--- src/rtl/sq_wave_monitor.sv ---
// sq_wave_monitor: measures period/high time of async sig_in in clk cycles; windows in (period/high min/max), meas_valid/period_cycles/high_cycles/in_spec/stuck_hi/stuck_lo out
module sq_wave_monitor #(
  parameter int CNT_W       = 16,
  parameter int TIMEOUT_CYC = 1024
) (
  input  logic             clk,
  input  logic             rst,
  input  logic             sig_in,
  input  logic [CNT_W-1:0] period_min,
  input  logic [CNT_W-1:0] period_max,
  input  logic [CNT_W-1:0] high_min,
  input  logic [CNT_W-1:0] high_max,
  output logic             meas_valid,
  output logic [CNT_W-1:0] period_cycles,
  output logic [CNT_W-1:0] high_cycles,
  output logic             in_spec,
  output logic             stuck_hi,
  output logic             stuck_lo
);
  typedef enum logic [2:0] {IDLE, HIGH, LOW, WAIT_RISE, STUCK} state_t;
  localparam logic [CNT_W-1:0] TMO = CNT_W'(TIMEOUT_CYC);
  state_t state_q, state_d;
  logic s1_q, s2_q, s3_q, s1_d, s2_d, s3_d;
  logic [1:0] warm_q, warm_d;
  logic [CNT_W-1:0] lvl_cnt_q, lvl_cnt_d, hcnt_q, hcnt_d;
  logic [CNT_W-1:0] period_q, period_d, high_q, high_d, sum;
  logic meas_valid_q, meas_valid_d, in_spec_q, in_spec_d;
  logic stuck_hi_q, stuck_hi_d, stuck_lo_q, stuck_lo_d;
  logic rise, fall, edg, timeout;
  always_comb begin
    s1_d = sig_in;
    s2_d = s1_q;
    s3_d = s2_q;
    rise = s2_q & ~s3_q;
    fall = ~s2_q & s3_q;
    edg = rise | fall;
    warm_d = (warm_q == 2'd3) ? warm_q : warm_q + 2'd1;
    lvl_cnt_d = edg ? CNT_W'(1) : (lvl_cnt_q == TMO ? TMO : lvl_cnt_q + 1'b1);
    timeout = !edg && lvl_cnt_d == TMO && state_q != STUCK;
    sum = hcnt_q + lvl_cnt_q;
    state_d = state_q;
    hcnt_d = hcnt_q;
    meas_valid_d = 1'b0;
    period_d = period_q;
    high_d = high_q;
    in_spec_d = in_spec_q;
    stuck_hi_d = stuck_hi_q & state_q == STUCK & !edg;
    stuck_lo_d = stuck_lo_q & state_q == STUCK & !edg;
    if (timeout) begin
      state_d = STUCK;
      stuck_hi_d = s2_q;
      stuck_lo_d = ~s2_q;
    end else begin
      case (state_q)
        // until the synchronizer refills after reset, s2 vs s3 compares against reset zeros
        IDLE: state_d = warm_q != 2'd3 ? IDLE : rise ? HIGH : fall ? WAIT_RISE : IDLE;
        HIGH: if (fall) begin
          state_d = LOW;
          hcnt_d = lvl_cnt_q;
        end
        LOW: if (rise) begin
          state_d = HIGH;
          meas_valid_d = 1'b1;
          high_d = hcnt_q;
          period_d = sum;
          in_spec_d = period_min <= sum && sum <= period_max && high_min <= hcnt_q && hcnt_q <= high_max;
        end
        WAIT_RISE: state_d = rise ? HIGH : WAIT_RISE;
        STUCK: state_d = rise ? HIGH : fall ? WAIT_RISE : STUCK;
        default: state_d = IDLE;
      endcase
    end
  end
  always_ff @(posedge clk) begin
    if (rst) begin
      state_q <= IDLE;
      s1_q <= 1'b0;
      s2_q <= 1'b0;
      s3_q <= 1'b0;
      warm_q <= '0;
      lvl_cnt_q <= '0;
      hcnt_q <= '0;
      meas_valid_q <= 1'b0;
      period_q <= '0;
      high_q <= '0;
      in_spec_q <= 1'b0;
      stuck_hi_q <= 1'b0;
      stuck_lo_q <= 1'b0;
    end else begin
      state_q <= state_d;
      s1_q <= s1_d;
      s2_q <= s2_d;
      s3_q <= s3_d;
      warm_q <= warm_d;
      lvl_cnt_q <= lvl_cnt_d;
      hcnt_q <= hcnt_d;
      meas_valid_q <= meas_valid_d;
      period_q <= period_d;
      high_q <= high_d;
      in_spec_q <= in_spec_d;
      stuck_hi_q <= stuck_hi_d;
      stuck_lo_q <= stuck_lo_d;
    end
  end
  assign meas_valid = meas_valid_q;
  assign period_cycles = period_q;
  assign high_cycles = high_q;
  assign in_spec = in_spec_q;
  assign stuck_hi = stuck_hi_q;
  assign stuck_lo = stuck_lo_q;
endmodule

--- config.mk ---
export PLATFORM = sky130hd
export DESIGN_NAME = sq_wave_monitor
export DESIGN_NICKNAME = d
export VERILOG_FILES = /design/src/rtl/sq_wave_monitor.sv
export SDC_FILE = /design/constraint.sdc
export NUM_CORES = 1
export LEC_CHECK = 0
export ABC_AREA = 1
export CAP_MARGIN = 20
export CORE_MARGIN = 3
export CORE_UTILIZATION = 58
export CTS_BUF_LIST = sky130_fd_sc_hd__clkbuf_16
export DETAILED_ROUTE_END_ITERATION = 7
export PLACE_DENSITY_LB_ADDON = 0.15
export SETUP_SLACK_MARGIN = 0.2
export SYNTH_ARGS = -nofsm -noshare
export SYNTH_HDL_FRONTEND = slang
export SYNTH_SLANG_ARGS = --single-unit
--- constraint.sdc ---
create_clock -name clk -period 5.3 [get_ports clk]
set_input_delay 1.59 -clock clk [delete_from_list [all_inputs] [get_ports clk]]
set_output_delay 1.59 -clock clk [all_outputs]
set_load 0.01 [all_outputs]
After elaboration in Yosys (flattened, before gate mapping):

Index checks and enable logic that the tools add are counted.

* bitwise operators: 11
* add/sub/neg operators: 3
* reductions and logical operators: 13
* mux-type cells: 15
* order comparisons: 4
* equal/unequal tests: 13

Operator list (number)
* $le A16 B16 Y1: 4
* $eq A16 B11 Y1 const B: 2
* $mux W16: 2
* $add A16 B1 Y16 const B: 1
* $add A16 B16 Y16: 1
* $mux W3: 5
* $pmux W3 S5: 1
* $ne A3 B3 Y1 const B: 3
* $mux W2: 4
* $and A1 B1 Y1: 6
* $eq A3 B2 Y1 const B: 2
* $ne A2 B2 Y1 const B: 3
* $reduce_and A3 Y1: 2
* $logic_and A1 B1 Y1: 5
* $not A1 Y1: 4
* $reduce_and A2 Y1: 2
* $eq A3 B1 Y1 const B: 1
* $eq A3 B3 Y1 const B: 1
* $logic_not A3 Y1: 1
* $mux W1: 3
* $reduce_or A3 Y1: 1
* $add A2 B1 Y2 const B: 1
* $eq A2 B2 Y1 const B: 1
* $reduce_or A2 Y1: 1
* other kinds (2): 2

* output and inout bits: 36
* input bits: 67
* register bits: 76

Depth between registers and ports, before layout:

* depth in word-level cells: 9
* depth in mapped cells: 27
* mapped depth without buffers: 27

Worst setup path after synthesis:

Ideal clock, no wire load.

* path kind: flip-flop to flip-flop
* from: register lvl_cnt_q[0]
* to: register in_spec_q (netlist: in_spec)
* buffers on the path: 0
* arrival time: 2.863 ns
* library setup time: 0.071 ns
* stages on the path, launching flop included: 23
* setup slack: 2.366 ns
* period minus slack after synthesis: 2.934 ns
* cells stage by stage: dfxtp_1 ha_1 fa_1 nand3_1 nand3_1 a21oi_1 o21bai_2 nand2_1 a21oi_1 nor2_1 nand2_1 nand2_1 inv_1 ha_1 nand2_1 inv_1 nand3_1 nor2_1 nand4_1 or2_1 nand2_1 nand3_1 a21oi_1

* elaborated cells on any way between the ends: 15

RTL lines
* from (decl): RTL line 25 `logic [CNT_W-1:0] lvl_cnt_q, lvl_cnt_d, hcnt_q, hcnt_d;`
* from (signal assigned): RTL line 95 `lvl_cnt_q <= lvl_cnt_d;`
* $add A16 B16 Y16 *: RTL line 40 `sum = hcnt_q + lvl_cnt_q;`
* named net sum[14]: RTL line 26 `logic [CNT_W-1:0] period_q, period_d, high_q, high_d, sum;`
* $le A16 B16 Y1: RTL line 66 `in_spec_d = period_min <= sum && sum <= period_max && high_min <= hcnt_q && hcnt_q <= high_max;`
* $logic_and A1 B1 Y1 * (3 in series): RTL line 66
* to (signal assigned): RTL line 100 `in_spec_q <= in_spec_d;`
* to (decl): RTL line 27 `logic meas_valid_q, meas_valid_d, in_spec_q, in_spec_d;`

The timed path passes the listed nets; every way through them passes the cells marked *.
A chain may end at the register's enable or synchronous reset.

Worst setup path in the final report:

* from: register lvl_cnt_q[9]
* to: register in_spec_q (netlist: in_spec)

The elaborated chain is that of the path after synthesis.

==> results list <==
* Max-slew violations: 0
- Post-synthesis async set-or-reset flop share: 0%
- Clock-pin slew was measured on the worst setup and hold paths at 60 ps.
- Summed over all layers, the global routing overflow is 0.
- Vias after detailed routing: 5404
- After routing, the total negative slack on setup checks comes to 0 ps.
- The wire-length estimate of the detail-placed layout is 12100 µm.
* Top cell type by total area after synthesis: sky130_fd_sc_hd__dfxtp_1
- In this run the tightest slew margin relative to its limit is 64.3%.
- Top cell type's share of synthesized area: 27.7%
- Of the cells placed in the final design, the portion with a size suffix greater than 1 is 6.13%.
- TritonCTS Buffers: 9
* Summed instance area of the synthesized netlist: 0.00549 mm²
- For this run, the number of standard cells in the final layout without fillers is 991.
- Setup CP Type: reg -> reg
- Vias in the first global route: 5377
- The initial antenna violation count was 0.
- In this run, synthesis inferred 0 flip-flops with an integrated enable.
- Setup violations remaining at the end of the flow were counted as 0.
- Yosys attributes the largest share of cell area to sky130_fd_sc_hd__dfxtp_1 28%, sky130_fd_sc_hd__ha_1 19%, sky130_fd_sc_hd__inv_1 9.6%.
- For flop-to-flop paths, the worst setup slack is 1730 ps.
* IO Count: 103
- Cell row count: 34
- After synthesis, the netlist uses 45 different library cells.
- Hold buffers post-CTS: 0
- The tightest min-delay check is of the reg -> reg type.
- Routability congestion estimate from global placement: 0.909
* Share of the yosys chip area belonging to registers: 27.7%
- Dividing the detail-routed via count by the number of cells gives 5.45.
- Crit. End Element: flip-flop
* Latest clock arrival within the worst-skew pair: 340 ps
- The first routing iteration left 196 violations.
- Total Die Area: 0.0107 mm²
* Wire length of the first global-routing pass: 24700 µm
- Post-route antenna net violation count: 0
* Type of origin of the critical path: flip-flop
* Max frequency: 0.280 GHz
- # resized after CTS: 0
- Post-CTS Setup Repair Bufs: 0
- Across the VDD grid, the largest voltage drop is 0.000154 V.
- At the pin with the least slew margin, the transition time is 535 ps.
* Post-Synthesis Net Count: 913
* Required time worst endpoint: 5560 ps
* DR WL/cell: 15.5 µm
- Crit path DAT: 3840 ps
- For this design the static power due to leakage is 3.20 nW.
- CTS placed an instance of sky130_fd_sc_hd__clkbuf_16 at the clock tree root.
* Layout area overhead: 25.8%
- OpenSTA, run right after detailed placement, puts the worst setup slack at 1550 ps.
* Cells after DPL: 974
* Crit path max fanout: 7
- In the routed design, unresolved DRC markers number 0.
* First-pass iteration count of the detailed router: 5
- The final count of hold timing violations came to 0.
* Number of instances in the synthesized netlist: 761
- The most used flip-flop cell after synthesis is sky130_fd_sc_hd__dfxtp_1.
* Setup skew after layout: 7.74 ps
- The routed design has 15300 µm of wire.
- The floorplan step set the die height to 103 µm.
- Averaged over all synthesized cells, the footprint is 7.21 µm².
* Input/output buffers: 102
* CTS Sinks: 76
* Initial Util: 61.2%
- The die is 103 µm wide.
* H-tree lvl count: 3
- Across the run, the number of max-cap violations was 0.
- Util after Layout: 76.9%
- Final worst setup slack: 1730 ps
- Dividing the final minimum period by the clock period gives 67.4%.
* Pin count of the biggest net entering global routing: 43
* GRT Overall Usage: 29.6%
* Standard cell core area: 0.00898 mm²
- After the last flow step, the layout net total stands at 1012.
* Final critical-path required period: 3570 ps
- CTS tree: built
- Yosys reg bits: 76
- Setup repair after global routing missed its margin: false
- Buffers from clock root to sink, at most: 2
- The repair_antennas step left the layout with diodes totalling 0.
- For this design the ratio of total power to cell area is 200 mW/mm².
- The run finished with clean final reports.
* Yosys warning count: 0
-- Yosys cell counts (all sizes together) (13+ instances only) --
cell and number:
ha 84, a21oi 79, o21ai 64, clkbuf 14, nand4 15, dfxtp 76
inv 143, xor2 13, nand3 44, nor2 70, nand2 113
-- worst paths after layout --
check                               start              endpoint  cells past startpoint
setup / recovery  lvl_cnt_q[9]$_SDFF_PP0_  in_spec$_SDFFE_PP0P_                     23
hold / removal            s1_q$_SDFF_PP0_       s2_q$_SDFF_PP0_                      2
setup reg to reg  lvl_cnt_q[9]$_SDFF_PP0_  in_spec$_SDFFE_PP0P_                     23
hold reg to reg           s1_q$_SDFF_PP0_       s2_q$_SDFF_PP0_                      2
-- registers in the layout, indices dropped and copies added, names as in the netlist --
name and cells:
s3_q 1, lvl_cnt_q 16, s2_q 1, s1_q 1, warm_q 2, stuck_lo 1, in_spec 1, stuck_hi 1
period_cycles 16, meas_valid 1, hcnt_q 16, state_q 3, high_cycles 16
-- cell type report --
cell class | instances | area, µm²
Timing Repair Buffer | 106 | 1060
Fill cell | 672 | 2070
Multi-Input combinational cell | 524 | 3360
Sequential cell | 76 | 1520
Tap cell | 126 | 158
Clock inverter | 7 | 45.0
Inverter | 143 | 537
Clock buffer | 9 | 225
-- routing by layer --
metal  wire, µm  track usage (%)  part of all wire, %
met1       6390             34.6                   42
met2       7610             53.7                   50
met3        853             4.36                  5.6
met4        503             12.9                  3.3
met5          0                0                    0
-- critical path: stages (launching register included) --
cell	delay [ps]
sky130_fd_sc_hd__dfxtp_1	540
sky130_fd_sc_hd__ha_1	350
sky130_fd_sc_hd__nand2_1	120
sky130_fd_sc_hd__inv_1	40
sky130_fd_sc_hd__a21oi_1	270
sky130_fd_sc_hd__nand3_1	170
sky130_fd_sc_hd__a21oi_1	190
sky130_fd_sc_hd__o21bai_2	90
sky130_fd_sc_hd__nand2_1	90
sky130_fd_sc_hd__a21oi_1	90
sky130_fd_sc_hd__nor2_1	100
sky130_fd_sc_hd__nand2_1	70
sky130_fd_sc_hd__nand2_1	100
sky130_fd_sc_hd__inv_1	50
sky130_fd_sc_hd__ha_1	260
sky130_fd_sc_hd__nand2_1	60
sky130_fd_sc_hd__inv_1	60
sky130_fd_sc_hd__nand3_1	90
sky130_fd_sc_hd__nor2_1	100
sky130_fd_sc_hd__nand4_1	120
sky130_fd_sc_hd__or2_1	220
sky130_fd_sc_hd__nand2_1	100
sky130_fd_sc_hd__nand3_1	80
sky130_fd_sc_hd__a21oi_1	130
-- stage by stage --
| stage | hold WS (ps) | power [W] | instance area (µm²) |
|---|---|---|---|
| 2_1_floorplan | 388 | 0.000728 | 5490 |
| 4_1_cts | 425 | 0.00139 | 6890 |
| 3_3_place_gp | 394 | 0.000814 | 6620 |
| 5_1_grt | 435 | 0.00144 | 6900 |
| 6_report | 418 | 0.00138 | 6900 |
| 3_5_place_dp | 416 | 0.000828 | 6620 |
-- power by group --
group / leakage [nW] / switching (W) / total (W) / internal, W
clock: 0.140 / 0.000249 / 0.000564 / 0.000315
sequential: 0.614 / 0.0000122 / 0.000600 / 0.000588
combinational: 2.45 / 0.000111 / 0.000218 / 0.000107
-- kinds of logic (layout without fill, tap and decap cells) --
logic type / count (synthesis) / in the layout / synth area share (%)
xor+xnor: 15 / 15 / 2.39
fa+ha+maj: 85 / 85 / 19.5
flops: 76 / 76 / 27.7
buf+inv: 161 / 265 / 11.1
simple gates: 256 / 256 / 22.3
compound gates: 168 / 168 / 17.0
-- cells in the final DEF, fill, tap and decap left out, types with 5 or more instances in the layout --
cell | Yosys | routed
sky130_fd_sc_hd__nand2_1 | 109 | 109
sky130_fd_sc_hd__o21bai_1 | 5 | 5
sky130_fd_sc_hd__xor2_1 | 13 | 13
sky130_fd_sc_hd__clkbuf_16 | 0 | 9
sky130_fd_sc_hd__nand4_1 | 14 | 14
sky130_fd_sc_hd__nor2_1 | 62 | 62
sky130_fd_sc_hd__o21ai_0 | 57 | 57
sky130_fd_sc_hd__dfxtp_1 | 76 | 76
sky130_fd_sc_hd__o211ai_1 | 7 | 7
sky130_fd_sc_hd__nand3_1 | 38 | 38
sky130_fd_sc_hd__a21oi_1 | 78 | 78
sky130_fd_sc_hd__nor3_1 | 6 | 6
sky130_fd_sc_hd__ha_1 | 84 | 84
sky130_fd_sc_hd__o21ai_2 | 5 | 5
sky130_fd_sc_hd__inv_1 | 140 | 141
sky130_fd_sc_hd__nand3_2 | 5 | 5
sky130_fd_sc_hd__clkdlybuf4s50_1 | 0 | 102
(Power assumes the default switching activity.)
